$ cat src/rtl/mult_arb_pkg.sv
// Shared constants and state encoding for the multiplier arbiter.
// TIMEOUT and CNT_W only matter when MULT_ARB_TIMEOUT_EN is defined.
package mult_arb_pkg;

  localparam int W       = 4;
  localparam int TIMEOUT = 8;
  localparam int CNT_W   = $clog2(TIMEOUT + 1);

  typedef enum logic [2:0] {
    IDLE,
    ISSUE,
    RELEASE,
    WAIT,
    RESP
  } state_t;

endpackage

$ cat src/rtl/mult_arbiter_rr.sv
// Combinational two-way round-robin picker: on a tie the client that was
// not served last wins.
module rr_arb2 (
  input  logic i_req0,
  input  logic i_req1,
  input  logic i_last,
  output logic o_gntValid,
  output logic o_gntIdx
);

  assign o_gntValid = i_req0 | i_req1;
  assign o_gntIdx   = (i_req0 & i_req1) ? ~i_last : i_req1;

endmodule

$ cat src/rtl/mult_arbiter.sv
// Sequencer and round-robin arbiter in front of the shared 4x4 multiplier.
// Optional macro MULT_ARB_TIMEOUT_EN bounds WAIT and aborts with err.
module mult_arbiter
  import mult_arb_pkg::*;
(
  input  logic           i_clk,
  input  logic           i_rst,
  input  logic           i_req0,
  input  logic           i_req1,
  input  logic [W-1:0]   i_a0,
  input  logic [W-1:0]   i_b0,
  input  logic [W-1:0]   i_a1,
  input  logic [W-1:0]   i_b1,
  output logic           o_done0,
  output logic           o_done1,
  output logic [2*W-1:0] o_res,
  output logic           o_err,
  output logic [W-1:0]   o_mSrc1,
  output logic [W-1:0]   o_mSrc2,
  output logic           o_mStart,
  output logic           o_mRst,
  input  logic [2*W-1:0] i_mResult,
  input  logic           i_mValid
);

  state_t           r_state;
  logic             r_gnt;
  logic             r_last;
  logic             r_done0;
  logic             r_done1;
  logic             r_start;
  logic [W-1:0]     r_src1;
  logic [W-1:0]     r_src2;
  logic [2*W-1:0]   r_res;
  logic             w_gntValid;
  logic             w_gntIdx;
`ifdef MULT_ARB_TIMEOUT_EN
  logic             r_err;
  logic [CNT_W-1:0] r_cnt;
`endif

  rr_arb2 u_rrArb (
    .i_req0     (i_req0),
    .i_req1     (i_req1),
    .i_last     (r_last),
    .o_gntValid (w_gntValid),
    .o_gntIdx   (w_gntIdx)
  );

  // Operands are latched once at grant and held until the operation retires.
  always_ff @(posedge i_clk) begin
    if (i_rst) begin
      r_state <= IDLE;
      r_gnt   <= 1'b0;
      r_last  <= 1'b1;
      r_done0 <= 1'b0;
      r_done1 <= 1'b0;
      r_start <= 1'b0;
      r_src1  <= '0;
      r_src2  <= '0;
      r_res   <= '0;
`ifdef MULT_ARB_TIMEOUT_EN
      r_err   <= 1'b0;
      r_cnt   <= '0;
`endif
    end else begin
      case (r_state)
        IDLE: begin
          if (w_gntValid) begin
            r_gnt   <= w_gntIdx;
            r_src1  <= w_gntIdx ? i_a1 : i_a0;
            r_src2  <= w_gntIdx ? i_b1 : i_b0;
            r_start <= 1'b1;
            r_state <= ISSUE;
          end
        end
        ISSUE: begin
          r_start <= 1'b0;
          r_state <= RELEASE;
        end
        RELEASE: begin
`ifdef MULT_ARB_TIMEOUT_EN
          r_cnt   <= '0;
`endif
          r_state <= WAIT;
        end
        WAIT: begin
          // A valid arriving in the expiry cycle still counts as a normal finish.
          if (i_mValid) begin
            r_res   <= i_mResult;
            r_done0 <= ~r_gnt;
            r_done1 <= r_gnt;
            r_state <= RESP;
          end
`ifdef MULT_ARB_TIMEOUT_EN
          else if (r_cnt == CNT_W'(TIMEOUT - 1)) begin
            r_res   <= '0;
            r_err   <= 1'b1;
            r_done0 <= ~r_gnt;
            r_done1 <= r_gnt;
            r_state <= RESP;
          end else begin
            r_cnt   <= r_cnt + CNT_W'(1);
          end
`endif
        end
        RESP: begin
          r_done0 <= 1'b0;
          r_done1 <= 1'b0;
`ifdef MULT_ARB_TIMEOUT_EN
          r_err   <= 1'b0;
`endif
          r_last  <= r_gnt;
          r_state <= IDLE;
        end
        default: r_state <= IDLE;
      endcase
    end
  end

  assign o_done0  = r_done0;
  assign o_done1  = r_done1;
  assign o_res    = r_res;
  assign o_mSrc1  = r_src1;
  assign o_mSrc2  = r_src2;
  assign o_mStart = r_start;

`ifdef MULT_ARB_TIMEOUT_EN
  // The abort cycle also resets the multiplier so a stuck operation is flushed.
  assign o_err  = r_err;
  assign o_mRst = ~(i_rst | ((r_state == RESP) & r_err));
`else
  assign o_err  = 1'b0;
  assign o_mRst = ~i_rst;
`endif

endmodule

$ cat config.mk
export PLATFORM = sky130hd
export DESIGN_NAME = mult_arbiter
export DESIGN_NICKNAME = d
export VERILOG_FILES = /design/src/rtl/mult_arb_pkg.sv /design/src/rtl/mult_arbiter_rr.sv /design/src/rtl/mult_arbiter.sv
export SDC_FILE = /design/constraint.sdc
export NUM_CORES = 1
export LEC_CHECK = 0
export CORE_UTILIZATION = 30
export CTS_CLUSTER_SIZE = 40
export DETAILED_ROUTE_END_ITERATION = 12
export PLACE_DENSITY = 0.65
export SYNTH_ARGS = -nofsm -noshare
export SYNTH_HDL_FRONTEND = slang
export SYNTH_SLANG_ARGS = --single-unit
$ cat constraint.sdc
create_clock -name i_clk -period 2.6 [get_ports i_clk]
set_input_delay 0.52 -clock i_clk [delete_from_list [all_inputs] [get_ports i_clk]]
set_output_delay 0.52 -clock i_clk [all_outputs]
set_load 0.02 [all_outputs]
# Word-level counts from Yosys, hierarchy flattened

Index checks and enable logic that the tools add are counted.

Bits in registers: 24
Latch bits: 0
Bits in writable memories: 0
ROM bits: 0
Logic and storage cells: 40
Memories: 0

Add/sub/neg operators: 0
Multipliers: 0
Divide/modulo/power cells: 0
$lt $le $gt $ge: 0
Equal/unequal tests: 6
Shifts and indexed selects: 0
Multiplexer cells: 12
Bitwise gates (word level): 5
Reductions and logical operators: 8

Operators by type and width:

| kind                                                                    | count |
|---|---|
| 3-bit case mux with 4 select lines                                      | 1 |
| 2-bit AND reduction                                                     | 5 |
| 4-bit 2-to-1 mux                                                        | 2 |
| 3-bit by 2-bit equality test with 1-bit output, second input constant   | 2 |
| 3-bit 2-to-1 mux                                                        | 2 |
| 1-bit case mux with 2 select lines                                      | 3 |
| 1-bit 2-to-1 mux                                                        | 4 |
| 2-bit nonzero test                                                      | 2 |
| 3-bit by 1-bit equality test with 1-bit output, second input constant   | 1 |
| 3-bit equality test, second input constant                              | 1 |
| 3-bit zero test                                                         | 1 |
| 1-bit inverter                                                          | 3 |
| 2-bit by 1-bit inequality test with 1-bit output, second input constant | 1 |
| 2-bit inequality test, second input constant                            | 1 |
| 1-bit bitwise AND                                                       | 1 |
| 1-bit bitwise OR                                                        | 1 |

# Logic depth before layout (Yosys ltp)

Word-level depth: 3
Mapped depth: 5
Depth with buffers taken out: 3

# Hierarchy

From an unflattened synthesis, not the netlist that was laid out.

Cells, all modules: 109
Area total of the unflattened synthesis: 998.5 um^2

By module, submodules not included:

| module       | instances | cells an instance | area each (um^2) | seq. area each (um^2) |
|---|---|---|---|---|
| mult_arbiter | 1         | 107               | 984.7            | 480.5 |
| rr_arb2      | 1         | 2                 | 13.8             | 0.0 |

# Least setup slack after synthesis

Ideal clock, no wire load.

Kind: input to register
From: in i_rst
To: reg r_src1[0] (netlist: o_mSrc1[0])
Setup time: 0.060 ns
Arrival: 1.299 ns
Slack: 1.241 ns
Stages: 4
Buffers on the path: 1
Cells stage by stage: or2_1 > buf_2 > o32ai_1 > o221a_1

RTL lines:

| item                 | line               | text |
|---|---|---|
| from (decl)          | mult_arbiter.sv:7  | `input logic i_rst,` |
| to (signal assigned) | mult_arbiter.sv:71 | `r_src1 <= w_gntIdx ? i_a1 : i_a0;` |
| to (decl)            | mult_arbiter.sv:32 | `logic [W-1:0] r_src1;` |

# Worst setup path in the final report

From: in i_rst
To: out o_mRst

Longest elaborated chain between the ends: 1

Ends and longest elaborated chain:

| item           | line                | text |
|---|---|---|
| 1-bit inverter | mult_arbiter.sv:134 | `assign o_mRst = ~i_rst;` |
| to (decl)      | mult_arbiter.sv:21  | `output logic o_mRst,` |

Every way passes these cells.

==> impl_metrics.csv <==
group,metric,value,unit
cells_and_area,stdcell_area,0.00155,mm²
clocking,clock_sinks,24,
setup_path,cp_slowest_stage_delay,600,ps
detailed_routing,drc,0,
detailed_routing,viasPerCell,4.79,
clocking,cts_root_buffer,"clkbuf_4",
setup_path,crit_chain,"clkdlybuf4s50_1, inv_1, clkdlybuf4s50_1",
floorplanning,die-width,60.4,µm
detailed_routing,dr.pass1.iters,4,
cells_and_area,layout_commonest_cell,"clkdlybuf4s50_1",
setup_path,cpLargestDelayFamily,"buffers and inverters",
job,cap_violations,0,
timing,clock_skew,5.70,ps
grt,grt_pass1_vias,901,
clocking,cts_buffers,3,
setup_path,reg2reg_slack,1120,ps
setup_path,critPathArrivalTime,1640,ps
min_path,hold_path_depth,2,
floorplanning,coreArea,0.00315,mm²
floorplanning,dieArea,0.00365,mm²
cells_and_area,final_cell_mix,"48 x clkdlybuf4s50_1, 24 x dfxtp_1, 19 x nand2_1",
min_path,hold_path.class,"reg2reg",
setup_path,reg2reg_depth,2,
setup_path,cp.required,2080,ps
min_path,worstHoldStart,"o_res[3]",
timing,tns,0,ps
clocking,ctsHtreeMaxLevel,1,
detailed_routing,drtIter0Drc,29,
synth,synth_top_cell_area_share,0.470,
floorplanning,fp.dieH,60.4,µm
clocking,worstSkewPairLatency,310,ps
synth,synthCells,114,
setup_path,crit_top_cell,"clkdlybuf4s50_1",
detailed_routing,ant_nets,0,
synth,yosys_warnings,0,
synth,avgSynthCellArea,8.97,µm²
timing,fin_crit_sh,0.832,
clocking,path_clk_slew,120,ps
grt,antenna_found_initial,0,
setup_path,r2r_end,"o_done0",
placement,io_buffers,48,
pwr,p_leak,0.558,nW
synth,synth_cell_types,27,
synth,synthArstFlopShare,0,
timing,fmaxAchievable,0.462,GHz
timing,hold_violations,0,
pwr,power.density,541,mW/mm²
cells_and_area,nFillCells,305,
placement,pre_cts_ws,435,ps
clocking,cts_resized,0,
clocking,tritoncts,"built",
grt,grtUsageTotal,0.140,
grt,grt_pass1_wl,3.95,mm
grt,grt_overflow,0,
floorplanning,floorplan.io_pins,50,
timing,maxSlewHeadroom,0.596,
setup_path,cp-end-kind,"output pin",
timing,setup_viol,0,
setup_path,crit_path_start_kind,"input pin",
floorplanning,rows,20,
timing,fin_crit,2160,ps
placement,dp_hpwl,1.79,mm
setup_path,critPathMaxFanout,3,
timing,setup_slack,437,ps
setup_path,path_class,"in2out",
timing,grt_setup_unrepaired,"no",
detailed_routing,finalWirelength,2.54,mm
setup_path,timing.rr.start,"r_state[1]",
cells_and_area,drive_gt1_frac,0.0503,
placement,placed_area,0.00151,mm²
setup_path,cp_slowest_cell,"clkdlybuf4s50_1",
synth,synth_area_leaders,"dfxtp_1 47%, o221a_1 8.8%, nand2_1 7.0%",
timing,finalMaxSlewViolations,0,
setup_path,path_buf_inv,3,
floorplanning,initial_utilization,0.324,
synth,synthFlopType,"dfxtp_1",
pwr,peakVddDrop,306,µV
detailed_routing,wire_per_inst,12.5,µm
clocking,cts.hold.buffers_added,0,
run_status,status,"finished, final reports clean",
synth,synth_nets,143,
synth,synth_area,0.00102,mm²
synth,ys_seq_area_frac,0.470,
synth,synth-edff-count,0,
timing,tightest_slew,604,ps
synth,yosys.area.top_type,"dfxtp_1",
grt,grt_max_degree,23,
cells_and_area,nets,189,
cells_and_area,diodes,0,
clocking,cts_setup_buffers,0,
cells_and_area,area_growth,51.5,%
placement,gp_congestion,0.712,
clocking,cts_max_path_buffers,2,
setup_path,startpoint,"i_rst",
min_path,hold_end,"o_res[3]",
detailed_routing,via_count,972,
synth,synth_seq_cells,24,
[worst reg2reg max path, stage by stage (launching register included)]
cell and delay [ps]:
dfxtp_1 520, nand4b_1 470, a41o_1 400
[flip-flops by register name (all words and copies together) (netlist names)]
signal	cells
o_done0	1
r_state	3
r_last	1
o_res	8
o_mSrc2	4
o_mSrc1	4
r_gnt	1
o_done1	1
o_mStart	1
[cell type report]
type	count	area, µm²	share of cell area
inverters	11	41.3	0.0267
multi-input cells	71	448	0.289
well taps	44	55.1	0.0355
repair buffers	49	488	0.315
flip-flops and latches	24	480	0.310
clock buffers	4	36.3	0.0234
[metrics by stage]
stage | instances | hold WS [ps] | total power (W) | util
6_report | 203 | 470 | 0.000838 | 0.491
5_1_grt | 203 | 492 | 0.000886 | 0.491
4_1_cts | 203 | 471 | 0.000850 | 0.491
3_5_place_dp | 199 | 449 | 0.000651 | 0.480
3_3_place_gp | 199 | 442 | 0.000648 | 0.480
2_1_floorplan | 114 | 446 | 0.000549 | -
[logic make-up after synthesis]
logic type	Yosys count	share of synthesized area
compound gates	33	0.257
buf+inv	19	0.0918
simple gates	37	0.177
other cells	1	0.00367
flops	24	0.470
[synth_stat cells (2+ instances only)]
library cell / instances
buf_2: 3
a21oi_1: 11
nand3_1: 3
or2_1: 2
o221a_1: 8
inv_1: 11
clkbuf_1: 2
nor2_1: 4
o32ai_1: 8
nor3_1: 3
dfxtp_1: 24
nand2_1: 19
buf_6: 2
[how the worst max path moves through the flow]
stage	endpoint	slack (ps)	depth (start not counted)
6_report	o_mRst	440	3
5_1_grt	o_mRst	400	3
4_1_cts	o_mRst	430	3
3_5_place_dp	o_mRst	440	3
3_3_place_gp	o_mRst	430	3
2_1_floorplan	o_mSrc1[0]	1240	4
[where the power goes]
| group | switching [W] | total, W | internal [W] |
|---|---|---|---|
| Clock | 0.000110 | 0.000195 | 0.0000855 |
| Combinational | 0.000102 | 0.000224 | 0.000123 |
| Sequential | 0.0000208 | 0.000419 | 0.000398 |
| Total | 0.000232 | 0.000838 | 0.000606 |
[per-layer routing]
layer / wire, µm / vias to the layer above / part of all wire / global-route usage
li1: - / 497 / - / -
met1: 1200 / 433 / 0.47 / 0.177
met2: 1120 / 42 / 0.44 / 0.239
met5: 0 / - / 0 / 0
met4: 0 / 0 / 0 / 0.00997
met3: 211 / 0 / 0.083 / 0.0512
(Power assumes the default switching activity.)
